--- src/rtl/lcd_pixel_capture.sv ---
// LCD-side pixel receiver: oversamples ld0/ld1/cp/st/s, rebuilds x/y and queues {addr,shade} writes.
// Optional macro LCD_PIXEL_CAPTURE_CRC_EN adds a per-frame CRC-16-CCITT output (frame_crc).
module lcd_pixel_capture #(
  parameter int WIDTH       = 160,
  parameter int HEIGHT      = 144,
  parameter int FIFO_DEPTH  = 4,
  parameter int SYNC_STAGES = 2
) (
  input  logic        clk,
  input  logic        reset,
  input  logic        ld0,
  input  logic        ld1,
  input  logic        cp,
  input  logic        st,
  input  logic        s,
  input  logic        clr_err,
  output logic        wr_valid,
  input  logic        wr_ready,
  output logic [14:0] wr_addr,
  output logic [1:0]  wr_data,
  output logic        frame_done,
  output logic        err_geom,
`ifdef LCD_PIXEL_CAPTURE_CRC_EN
  output logic        err_ovf,
  output logic [15:0] frame_crc
`else
  output logic        err_ovf
`endif
);
  localparam int XW = $clog2(WIDTH + 1);
  localparam int YW = $clog2(HEIGHT + 1);
  localparam int AW = (FIFO_DEPTH > 1) ? $clog2(FIFO_DEPTH) : 1;
  localparam logic [14:0] LAST_ADDR = 15'(WIDTH * HEIGHT - 1);

  if (WIDTH * HEIGHT - 1 >= 32768) begin : g_addr_check
    $error("lcd_pixel_capture: WIDTH*HEIGHT does not fit the 15-bit address");
  end
  if (FIFO_DEPTH < 2 || (FIFO_DEPTH & (FIFO_DEPTH - 1)) != 0) begin : g_depth_check
    $error("lcd_pixel_capture: FIFO_DEPTH must be a power of two >= 2");
  end
  if (SYNC_STAGES < 2) begin : g_sync_check
    $error("lcd_pixel_capture: SYNC_STAGES must be >= 2");
  end

  // Pin bundle order: {s, st, cp, ld1, ld0}
  logic [4:0] sync_q [SYNC_STAGES];
  logic [4:0] pins;
  logic       cp_prev, st_prev;

  assign pins = sync_q[SYNC_STAGES-1];

  always_ff @(posedge clk) begin
    if (reset) begin
      for (int unsigned i = 0; i < SYNC_STAGES; i++) sync_q[i] <= '0;
      cp_prev <= 1'b0;
      st_prev <= 1'b0;
    end else begin
      sync_q[0] <= {s, st, cp, ld1, ld0};
      for (int unsigned i = 1; i < SYNC_STAGES; i++) sync_q[i] <= sync_q[i-1];
      cp_prev <= pins[2];
      st_prev <= pins[3];
    end
  end

  // Edge events are registered once so wr_valid rises SYNC_STAGES+2 clocks after cp falls
  logic       ev_pix, ev_line, ev_s;
  logic [1:0] ev_data;

  always_ff @(posedge clk) begin
    if (reset) begin
      ev_pix  <= 1'b0;
      ev_line <= 1'b0;
      ev_s    <= 1'b0;
      ev_data <= '0;
    end else begin
      ev_pix  <= cp_prev & ~pins[2];
      ev_line <= ~st_prev & pins[3];
      ev_s    <= pins[4];
      ev_data <= pins[1:0];
    end
  end

  logic [XW-1:0] x, x_line, x_next;
  logic [YW-1:0] y, y_line;
  logic          in_frame, frame_line;
  logic          geom_set, ovf_set, push, pop, full;
  logic [14:0]   push_addr;

  always_comb begin
    x_line     = x;
    y_line     = y;
    frame_line = in_frame;
    geom_set   = 1'b0;
    ovf_set    = 1'b0;
    push       = 1'b0;
    if (ev_line) begin
      if (ev_s) begin
        x_line     = '0;
        y_line     = '0;
        frame_line = 1'b1;
      end else if (in_frame) begin
        x_line = '0;
        if (y >= YW'(HEIGHT - 1)) begin
          y_line   = YW'(HEIGHT);
          geom_set = 1'b1;
        end else begin
          y_line = y + YW'(1);
        end
      end
    end
    x_next = x_line;
    if (ev_pix && frame_line) begin
      if (x_line >= XW'(WIDTH) || y_line >= YW'(HEIGHT)) begin
        geom_set = 1'b1;
      end else begin
        x_next = x_line + XW'(1);
        if (full && !pop) ovf_set = 1'b1;
        else              push    = 1'b1;
      end
    end
  end

  assign push_addr = 15'(y_line) * 15'(WIDTH) + 15'(x_line);

  always_ff @(posedge clk) begin
    if (reset) begin
      x          <= '0;
      y          <= '0;
      in_frame   <= 1'b0;
      err_geom   <= 1'b0;
      err_ovf    <= 1'b0;
      frame_done <= 1'b0;
    end else begin
      x          <= x_next;
      y          <= y_line;
      in_frame   <= frame_line;
      err_geom   <= (err_geom & ~clr_err) | geom_set;
      err_ovf    <= (err_ovf & ~clr_err) | ovf_set;
      frame_done <= push && (push_addr == LAST_ADDR);
    end
  end

  logic [16:0]   mem [FIFO_DEPTH];
  logic [AW-1:0] wp, rp;
  logic [AW:0]   count;

  assign wr_valid = (count != '0);
  assign full     = (count == (AW+1)'(FIFO_DEPTH));
  assign pop      = wr_valid & wr_ready;
  assign {wr_addr, wr_data} = wr_valid ? mem[rp] : '0;

  always_ff @(posedge clk) begin
    if (reset) begin
      wp    <= '0;
      rp    <= '0;
      count <= '0;
    end else begin
      if (push) begin
        mem[wp] <= {push_addr, ev_data};
        wp      <= wp + AW'(1);
      end
      if (pop) rp <= rp + AW'(1);
      count <= count + (AW+1)'(push) - (AW+1)'(pop);
    end
  end

`ifdef LCD_PIXEL_CAPTURE_CRC_EN
  function automatic logic [15:0] crc_bit(input logic [15:0] c, input logic b);
    return {c[14:0], 1'b0} ^ ((c[15] ^ b) ? 16'h1021 : 16'h0000);
  endfunction

  logic [15:0] crc_run, crc_base, crc_new;

  always_comb begin
    crc_base = (ev_line & ev_s) ? 16'hFFFF : crc_run;
    crc_new  = crc_bit(crc_bit(crc_base, ev_data[1]), ev_data[0]);
  end

  always_ff @(posedge clk) begin
    if (reset) begin
      crc_run   <= 16'hFFFF;
      frame_crc <= '0;
    end else if (push) begin
      if (push_addr == LAST_ADDR) begin
        frame_crc <= crc_new;
        crc_run   <= 16'hFFFF;
      end else begin
        crc_run <= crc_new;
      end
    end else begin
      crc_run <= crc_base;
    end
  end
`endif
endmodule

--- config.mk ---
export PLATFORM = sky130hd
export DESIGN_NAME = lcd_pixel_capture
export DESIGN_NICKNAME = d
export VERILOG_FILES = /design/src/rtl/lcd_pixel_capture.sv
export SDC_FILE = /design/constraint.sdc
export NUM_CORES = 1
export LEC_CHECK = 0
export CAP_MARGIN = 20
export CORE_MARGIN = 2
export CORE_UTILIZATION = 55
export CTS_BUF_LIST = sky130_fd_sc_hd__clkbuf_16
export DETAILED_ROUTE_END_ITERATION = 10
export GPL_ROUTABILITY_DRIVEN = 1
export PLACE_DENSITY = 0.72
export RECOVER_POWER = 100
export SLEW_MARGIN = 10
export SYNTH_ARGS = -nofsm -noshare
export SYNTH_HDL_FRONTEND = slang
export SYNTH_SLANG_ARGS = --single-unit
--- constraint.sdc ---
create_clock -name clk -period 5 [get_ports clk]
set_input_delay 0.5 -clock clk [delete_from_list [all_inputs] [get_ports clk]]
set_output_delay 0.5 -clock clk [all_outputs]
set_load 0.01 [all_outputs]
==> flow_metrics.env, run 1 <==
export IMPL_syn2layout_area_growth_pct=17.9
export IMPL_status="finished with violations"
export IMPL_wirelength_um=9790
export IMPL_synth_area_mm2=0.00524
export IMPL_initial_core_util_pct=56.7
export IMPL_wl_per_cell_um=16.8
export IMPL_ys_warn_count=0
export IMPL_async_flop_share_pct=0
export IMPL_synth_seq_cells=114
export IMPL_numCtsBuffers=17
export IMPL_finClkSkew_ns=0.00888
export IMPL_via_per_inst=5.64
export IMPL_rows=35
export IMPL_layout_drive_gt1_share_pct=13.8
export IMPL_drv_cap=1
export IMPL_layout_commonest_cell="edfxtp_1"
export IMPL_cts_clk_slew_worst_paths_ns=0.06
export IMPL_fillers=677
export IMPL_fp_dieH_um=102
export IMPL_p_leak_nw=2.34
export IMPL_io_pins=30
export IMPL_worstSetupStartpointType="flip-flop"
export IMPL_drtAntennaViolNets=0
export IMPL_min_period_ns=4.26
export IMPL_grt_max_degree=37
export IMPL_ctsHoldBuffers=0
export IMPL_syn_nets=440
export IMPL_clock_sinks=114
export IMPL_r2r_slack_ns=0.74
export IMPL_portBuffers=29
export IMPL_path_max_fanout=6
export IMPL_final_setup_viol_count=0
export IMPL_rsz0062_at_grt="false"
export IMPL_regArea_mm2=0.00296
export IMPL_drv_slew=37
export IMPL_grt_pass1_vias=3232
export IMPL_tritoncts="built"
export IMPL_cts_resized_gates=0
export IMPL_dp_worst_setup_slack_ns=0.931
export IMPL_fin_tns_setup_ns=0
export IMPL_r2r_end="frame_done"
export IMPL_holdPathEnd="ev_line"
export IMPL_firstDrtPassIters=4
export IMPL_die_w_um=102
export IMPL_fin_crit_sh_pct=85.1
export IMPL_multiInputGateArea_mm2=0.00212
export IMPL_min_from="st_prev"
export IMPL_worstSetupEndpointType="flip-flop"
export IMPL_dp_final_hpwl_um=6590
export IMPL_fmax_mhz=235
export IMPL_r2r_start="y[0]"
export IMPL_die_area_mm2=0.0103
export IMPL_cts_buffer_depth=2
export IMPL_clk_insertion_delay_late_ns=0.40
export IMPL_synth_ff_type="edfxtp_1"
export IMPL_core_area_mm2=0.00924
export IMPL_drc_errors=0
export IMPL_timing_final_ws_setup_ns=0.743
export IMPL_hold_viol_final=0
export IMPL_hold_slack_ns=0.384
export IMPL_min_path_type="flip-flop to flip-flop"
export IMPL_synth_seq_area_share_pct=56.5
export IMPL_failed_checks="capacitance limit, slew limit"
export IMPL_gp_congestion=0.852
export IMPL_synth_cell_types=62
export IMPL_synth_edf_count=68
export IMPL_overflow=0
export IMPL_synth_cells=404
export IMPL_dpl_instance_area_mm2=0.00566
export IMPL_postCtsSetupBuffers=0
export IMPL_power_density_mw_per_mm2=431
export IMPL_num_antenna_cells=0
export IMPL_peakVddDrop_uv=255
export IMPL_final_cell_mix="edfxtp_1 (68), dfxtp_1 (46), and2_1 (25), ha_1 (24), dlygate4sd3_1 (22)"
export IMPL_syn_avg_cell_area_um2=13.0
export IMPL_drtIter0Drc=158
export IMPL_cts_root_buf="clkbuf_16"
export IMPL_hold_depth=1
export IMPL_r2r_cells=14
export IMPL_antenna_found_initial=0
export IMPL_arrival_ns=4.60
export IMPL_final_area_mm2=0.00618
export IMPL_grt_pass1_wl_um=16400
export IMPL_slew_headroom_pct=-7.51
export IMPL_worstMarginPinSlew_ns=1.61
export IMPL_crit_type="flip-flop to flip-flop"
export IMPL_htreeDepth=4
export IMPL_vias=3292
export IMPL_grt_use_total_pct=21.4
export IMPL_worstPathRequired_ns=5.34
export IMPL_final_nets=478
worst max-delay path by stage:
stage / from / end / slack, ns / cells past startpoint
CTS: y[0] / frame_done / 0.87 / 14
detailed placement: y[0] / frame_done / 0.93 / 14
floorplan: y[0] / frame_done / 1.35 / 14
global route: y[0] / frame_done / 0.36 / 14
finish: y[0] / frame_done / 0.74 / 14
global placement: y[0] / frame_done / 1.09 / 14
routing by layer:
layer	GRT usage, %	share of wire, %
met1	28.6	46
met2	33.2	47
met3	6.69	4.5
met4	7.28	1.6
met5	0	0
where the power goes:
part / total (W) / internal (W) / switching (W) / leakage [nW]
clock: 0.00112 / 0.000686 / 0.000438 / 0.268
combinational: 0.000498 / 0.000280 / 0.000218 / 1.07
sequential: 0.00104 / 0.00101 / 0.0000283 / 0.997
sequential cells by signal, summed over array words and instances (netlist names), 2 cells and up, named ones only:
| register | flops |
|---|---|
| mem | 68 |
| sync_q | 10 |
| x | 8 |
| y | 8 |
| count | 3 |
| ev_data | 2 |
| rp | 2 |
| wp | 2 |
metrics by stage:
stage | util, % | instances | total power [W]
floorplan | - | 404 | 0.00138
global placement | 61.3 | 552 | 0.00160
detailed placement | 61.3 | 552 | 0.00161
CTS | 67.3 | 584 | 0.00273
global route | 66.9 | 584 | 0.00279
finish | 66.9 | 584 | 0.00266
area by class of cell:
class / count / share of cell area, %
multi-input combinational: 257 / 34.2
tap: 129 / 2.61
inverter: 20 / 1.22
clock buffer: 17 / 6.89
sequential: 114 / 48.0
clock inverter: 15 / 2.15
timing repair buffer: 32 / 4.94
cell usage after synthesis, types with 2 or more instances:
library cell  number  area, um2
o2bb2ai_1          2       17.5
dfxtp_1           46        921
nand3_1            9       45.0
ha_1              24        300
nor4_1             2       12.5
buf_2              2       10.0
nor2b_1           19        119
a21o_1             2       15.0
a2111oi_1          2       20.0
a21oi_1           10       50.1
o211ai_1           6       45.0
o21bai_1           2       15.0
xnor2_1           12        105
nand4_1            4       25.0
clkbuf_1          11       41.3
a21oi_2            2       17.5
mux4_2            17        383
inv_1             20       75.1
or2_2              2       12.5
o31ai_1            2       15.0
and2_1            33        206
xor2_1             6       52.6
and3_1             3       18.8
o21ai_0           11       55.1
mux2i_1            3       30.0
or3_1              2       12.5
o21ai_2            2       17.5
nor3_1             5       25.0
nor2_1            21       78.8
edfxtp_1          68       2040
nand2_1           20       75.1
nor4b_1            2       17.5
fa_1               3       60.1
worst max-delay path: stages, from the launching register on:
cell and delay, ns:
dfxtp_1 0.34, ha_1 0.27, and3_2 0.22, o21ai_0 0.31, a21bo_2 0.19, a21oi_1 0.06
o2bb2ai_1 0.27, ha_1 0.29, ha_1 0.23, fa_1 0.55, o2111ai_1 0.18, nor4b_1 0.50
xor2_1 0.36, and4_1 0.24, and4bb_1 0.19
cells by family (layout without fill, tap and decap cells):
| logic type | after synthesis | after routing | synth area share [%] |
|---|---|---|---|
| compound gates | 58 | 58 | 8.62 |
| fa+ha+maj | 27 | 27 | 6.88 |
| buf+inv | 33 | 84 | 2.41 |
| simple gates | 131 | 131 | 14.0 |
| flops | 114 | 114 | 56.5 |
| xor+xnor | 18 | 18 | 3.01 |
| mux | 23 | 23 | 8.59 |
No activity file was read; power rests on OpenSTA's default activity.
==> inputs of run 2 (changes only) <==
SKIP_CTS_REPAIR_TIMING = 1   (was unset)
==> results of run 2 <==
Final layout, timing and power as in run 1 (identical DEF).
